`src/rtl/card_pkg.sv`:
```
// Purpose: shared types and constants for the card input conditioning path.
// Latency: n/a (declarations only).
// Backpressure: n/a.
package card_pkg;

  typedef enum logic [1:0] {
    STABLE_LO = 2'd0,
    QUAL_HI   = 2'd1,
    STABLE_HI = 2'd2,
    QUAL_LO   = 2'd3
  } filt_state_t;

  localparam int CLK_PERIOD_NS = 1280;
  // 10 ms worth of 1.28 us clock periods
  localparam int FILT_10MS     = 7813;

endpackage

```
`src/rtl/card_sync.sv`:
```
// Purpose: plain flop-chain synchroniser for an asynchronous level input.
// Latency: SYNC_STAGES clk edges from d to q.
// Backpressure: none; free-running level path.
// Ports: clk, reset (sync active-low, loads RESET_LEVEL), d (async in), q (synchronised out).
module card_sync #(
  parameter int   SYNC_STAGES = 2,
  parameter logic RESET_LEVEL = 1'b0
) (
  input  logic clk,
  input  logic reset,
  input  logic d,
  output logic q
);

  logic [SYNC_STAGES-1:0] chain;

  // No logic between stages so each flop has a full period to resolve.
  always_ff @(posedge clk) begin
    if (!reset) begin
      chain <= {SYNC_STAGES{RESET_LEVEL}};
    end else begin
      chain <= {chain[SYNC_STAGES-2:0], d};
    end
  end

  assign q = chain[SYNC_STAGES-1];

endmodule

```
`src/rtl/card_input_filter.sv`:
```
// Purpose: synchronise and glitch-filter a raw card-edge input, with edge strobes and glitch count.
// Latency: out follows a steady raw_in after SYNC_STAGES+FILTER_CYCLES edges.
// Backpressure: none; outputs are always-valid levels/strobes.
// Ports: clk, reset (sync active-low), raw_in (async), glitch_clr (sync clear of glitch_cnt),
//        out (filtered level), rise/fall (1-cycle strobes), glitch_cnt (saturating reject count).
module card_input_filter
  import card_pkg::*;
#(
  parameter int   SYNC_STAGES   = 2,
  parameter int   FILTER_CYCLES = FILT_10MS,
  parameter int   CNT_W         = 13,
  parameter logic RESET_LEVEL   = 1'b0
) (
  input  logic       clk,
  input  logic       reset,
  input  logic       raw_in,
  input  logic       glitch_clr,
  output logic       out,
  output logic       rise,
  output logic       fall,
  output logic [7:0] glitch_cnt
);

  localparam logic [CNT_W-1:0] CNT_LAST  = CNT_W'(FILTER_CYCLES - 1);
  localparam filt_state_t      RST_STATE = RESET_LEVEL ? STABLE_HI : STABLE_LO;

  logic             s;
  filt_state_t      state, state_nxt;
  logic [CNT_W-1:0] cnt, cnt_nxt;
  logic             out_nxt, rise_nxt, fall_nxt;
  logic             glitch;
  logic [7:0]       glitch_cnt_nxt;

  card_sync #(
    .SYNC_STAGES (SYNC_STAGES),
    .RESET_LEVEL (RESET_LEVEL)
  ) u_sync (
    .clk   (clk),
    .reset (reset),
    .d     (raw_in),
    .q     (s)
  );

  always_ff @(posedge clk) begin
    if (!reset) begin
      state      <= RST_STATE;
      cnt        <= '0;
      out        <= RESET_LEVEL;
      rise       <= 1'b0;
      fall       <= 1'b0;
      glitch_cnt <= 8'd0;
    end else begin
      state      <= state_nxt;
      cnt        <= cnt_nxt;
      out        <= out_nxt;
      rise       <= rise_nxt;
      fall       <= fall_nxt;
      glitch_cnt <= glitch_cnt_nxt;
    end
  end

  // cnt holds the number of consecutive opposite-level samples seen so far;
  // entering QUAL_* already accounts for the first one.
  always_comb begin
    state_nxt = state;
    cnt_nxt   = cnt;
    out_nxt   = out;
    rise_nxt  = 1'b0;
    fall_nxt  = 1'b0;
    glitch    = 1'b0;

    case (state)
      STABLE_LO: begin
        cnt_nxt = '0;
        if (s) begin
          state_nxt = QUAL_HI;
          cnt_nxt   = CNT_W'(1);
        end
      end
      QUAL_HI: begin
        if (!s) begin
          state_nxt = STABLE_LO;
          cnt_nxt   = '0;
          glitch    = 1'b1;
        end else if (cnt == CNT_LAST) begin
          state_nxt = STABLE_HI;
          cnt_nxt   = '0;
          out_nxt   = 1'b1;
          rise_nxt  = 1'b1;
        end else begin
          cnt_nxt = cnt + CNT_W'(1);
        end
      end
      STABLE_HI: begin
        cnt_nxt = '0;
        if (!s) begin
          state_nxt = QUAL_LO;
          cnt_nxt   = CNT_W'(1);
        end
      end
      QUAL_LO: begin
        if (s) begin
          state_nxt = STABLE_HI;
          cnt_nxt   = '0;
          glitch    = 1'b1;
        end else if (cnt == CNT_LAST) begin
          state_nxt = STABLE_LO;
          cnt_nxt   = '0;
          out_nxt   = 1'b0;
          fall_nxt  = 1'b1;
        end else begin
          cnt_nxt = cnt + CNT_W'(1);
        end
      end
      default: begin
        // Recover from a corrupted state register; out is deliberately held.
        state_nxt = RST_STATE;
        cnt_nxt   = '0;
      end
    endcase
  end

  // Clear takes priority over a simultaneous glitch.
  always_comb begin
    glitch_cnt_nxt = glitch_cnt;
    if (glitch_clr) begin
      glitch_cnt_nxt = 8'd0;
    end else if (glitch && (glitch_cnt != 8'hFF)) begin
      glitch_cnt_nxt = glitch_cnt + 8'd1;
    end
  end

endmodule

```
`config.mk`:
```
export PLATFORM = sky130hd
export DESIGN_NAME = card_input_filter
export DESIGN_NICKNAME = d
export VERILOG_FILES = /design/src/rtl/card_pkg.sv /design/src/rtl/card_sync.sv /design/src/rtl/card_input_filter.sv
export SDC_FILE = /design/constraint.sdc
export NUM_CORES = 1
export LEC_CHECK = 0
export CAP_MARGIN = 20
export CORE_MARGIN = 2
export CORE_UTILIZATION = 35
export DETAILED_ROUTE_END_ITERATION = 6
export HOLD_SLACK_MARGIN = 0.03
export PLACE_DENSITY = 0.6
export RECOVER_POWER = 25
export SETUP_SLACK_MARGIN = 0.4
export SLEW_MARGIN = 20
export SYNTH_ARGS = -nofsm -noshare
export SYNTH_HDL_FRONTEND = slang
export SYNTH_HIERARCHICAL = 1
export SYNTH_SLANG_ARGS = --single-unit
```
`constraint.sdc`:
```
create_clock -name clk -period 1.5 [get_ports clk]
set_input_delay 0.15 -clock clk [delete_from_list [all_inputs] [get_ports clk]]
set_output_delay 0.15 -clock clk [all_outputs]
set_load 0.02 [all_outputs]
```
==> flow_summary.toml <==
[synthesis]
synth_mux_area_share_pct = 3.216
yosysTopAreaCell = "dfxtp_1"
synth_compound_area_share_pct = 7.739
synth-seq-cells = 28
synthDistinctLibCells = 34
ys_top_cells_by_area = "dfxtp_1, nor2_1, xnor2_1"
synth-simple-area-share_pct = 28.04
yosysTopAreaCellShare_pct = 45.03
yosys_warnings = 6
synth-async-reset-ratio_pct = 0
synthAdderAreaFrac_pct = 3.015
synth_xor_area_share_pct = 9.849
syn-cell-area_um2 = 1245
ys.flop_type = "dfxtp_1"
synth-edff-count = 0
avgSynthCellArea_um2 = 8.956
synthCells = 139
syn_nets = 146
yosysSeqAreaShare_pct = 45.03
synth_top_family_by_area = "simple AND/OR/NAND/NOR gates"

[setup_path]
cp_top_family = "simple AND/OR/NAND/NOR gates"
cp-end-kind = "flop"
cp.arrival_ns = 1.76
crit_chain = "inv_2 -> ha_4 -> and3b_1 -> nand4b_1 -> nand4_1 -> buf_6 -> a21oi_2"
start_kind = "flop"
worstPathMaxFanout = 6
cp_slowest_stage_delay_ns = 0.37
crit_type = "flop to flop"
slowest_stage = "dfxtp_2"
path_buf_inv = 2
cp_data_required_time_ns = 1.80

[grt]
grt_use_met2_pct = 29.87
use_met3_pct = 2.143
antenna_found_initial = 0
grt_overflow = 0
grt_use_total_pct = 16.40
grt_pass1_vias = 1145
busiest_layer = "met2"
grt_max_degree = 16
grt_first_pass_wirelength_um = 5140
grt_use_met1_pct = 19.58

[clocking]
ctsHoldBuffers = 0
clk_latency_ns = 0.35
cts_buffers = 3
htreeDepth = 1
cts.sinks = 28
root_buffer = "clkbuf_4"
cts_tree = "built"
clockBufferDepth = 2
clkTransAtPathRegs_ns = 0.15

[timing]
min_period_ns = 1.457
fmax_mhz = 686.4
finalSetupViolations = 0
tightest_slew_ns = 0.4026
hold_viol = 0
clock_skew_ns = 0.009072
rsz0062_at_grt = "yes"
timing.final.crit_share_pct = 97.12
slew-limit-headroom_pct = 73.16
holdWs_ns = 0.3462
fin_ws_ns = 0.04322
final_max_slew_viol_count = 0

[finish]
mostFrequentLayoutCell = "buf_4"
area_growth_pct = 63.92
stdcell_area_um2 = 2041
nets = 197
fin_util_pct = 60.21
drive_gt1_share_pct = 51.85
fillers = 270
antennaDiodeCount = 0
layout_common_cells = "buf_4, buf_6, nor2_1"

[pwr]
power_frac_seq_pct = 64.4
vdd_drop_max_mv = 0.3843
p_int_uw = 878.2
leakagePower_nw = 0.7073
pwr-share-comb_pct = 6.2
swShare_pct = 23.69
power.switching_uw = 272.6
finalPower_mw = 1.151
clkPwrFrac_pct = 29.4
power.density_nw_per_um2 = 563.9

[floorplan]
initial_core_util_pct = 36.73
fp.dieH_um = 63.64
core_um2 = 3390
die_w_um = 63.64
pin_count = 15
die_area_um2 = 4050
rows = 21

[route]
viasPerCell = 4.919
drc = 0
wire_per_inst_um = 13.19
drtAntennaViolNets = 0
routed_wl_um = 3099
vias = 1156
initialDrtViolationCount = 33
first_pass_iters = 4

[placement]
place_congestion = 0.7499
port_buffers = 14
pre_cts_ws_ns = 0.05970
dpl_cell_area_um2 = 1573
dp_hpwl_um = 1803

[run]
cap_violations = 0

[hold_path]
min_path_type = "primary input to flop"

[status]
status = "finished, final reports clean"
## Yosys cell counts, types with 2 or more instances
cell / n
ha_1: 3
nor3_1: 3
nor2_1: 21
mux2i_1: 4
nand2_1: 10
nor2b_1: 2
nand4_1: 2
inv_1: 6
or4_1: 3
o31ai_1: 3
nand3_1: 9
clkbuf_1: 2
xor2_1: 5
o21ai_0: 3
a21oi_1: 6
dfxtp_1: 28
nor4_1: 2
xnor2_1: 9
or3_1: 2
and2_1: 2
## registers in the layout, indices dropped and copies added, names as in the netlist, named ones only
signal / flops
cnt: 13
out: 1
glitch_cnt: 8
u_sync/chain: 2
rise: 1
fall: 1
state: 1
## final cells by class
cell class	count	area (um2)	area share, %
Inverter	6	22.52	1.104
Tap cell	46	57.56	2.820
Sequential cell	28	605.6	29.68
Clock buffer	4	26.28	1.288
Timing Repair Buffer	50	449.2	22.01
Multi-Input combinational cell	101	879.6	43.10
## path summary, 6_finish.rpt
path / slack, ns / end / from / cells after the start
setup reg to reg: 0.04 / cnt[11] / cnt[0] / 7
hold reg to reg: 0.47 / u_sync/chain[1] / u_sync/chain[0] / 1
hold / removal: 0.35 / u_sync/chain[0] / raw_in / 2
setup / recovery: 0.04 / cnt[11] / cnt[0] / 7
## routing by layer
layer	up-vias	share of wire [%]
li1	573	-
met1	561	44
met2	16	51
met3	6	3.1
met4	0	1.7
met5	-	0
## worst register-to-register path: cells and delay by family, from the launching register on
family / cells / cell delay, ns
AOI/OAI and AO/OA: 1 / 0.10
adders and majority gates: 1 / 0.15
buffers and inverters: 2 / 0.28
DFF: 1 / 0.37
and+or+nand+nor: 3 / 0.51
## power groups by stage
stage	combinational (mW)	sequential (mW)	clock (mW)
after global routing	0.0772	0.742	0.385
final	0.0716	0.741	0.338
after CTS	0.0694	0.741	0.336
after detailed placement	0.0510	0.763	0
after global placement	0.0499	0.763	0
after floorplan	0.0200	0.768	0
## logic make-up after synthesis
family	after synthesis
muxes	4
xor gates and xnor gates	14
buffers and inverters	10
adders and majority gates	3
and+or+nand+nor	65
AOI/OAI and AO/OA	15
DFF	28
## per-stage QoR
stage	cells	setup TNS [ns]
5_1_grt	235	-0.02415
3_3_place_gp	204	0
2_1_floorplan	139	0
6_report	235	0
4_1_cts	233	0
3_5_place_dp	204	0
## timing repair
action / 4_1_cts / 5_1_grt
endpoints found under the setup margin: 37 / 36
setup buffers: 24 / 2
cloned: 1 / 0
pin swaps: 21 / 13
resized for setup: 78 / 39
Power figures use the tool's default switching activity.
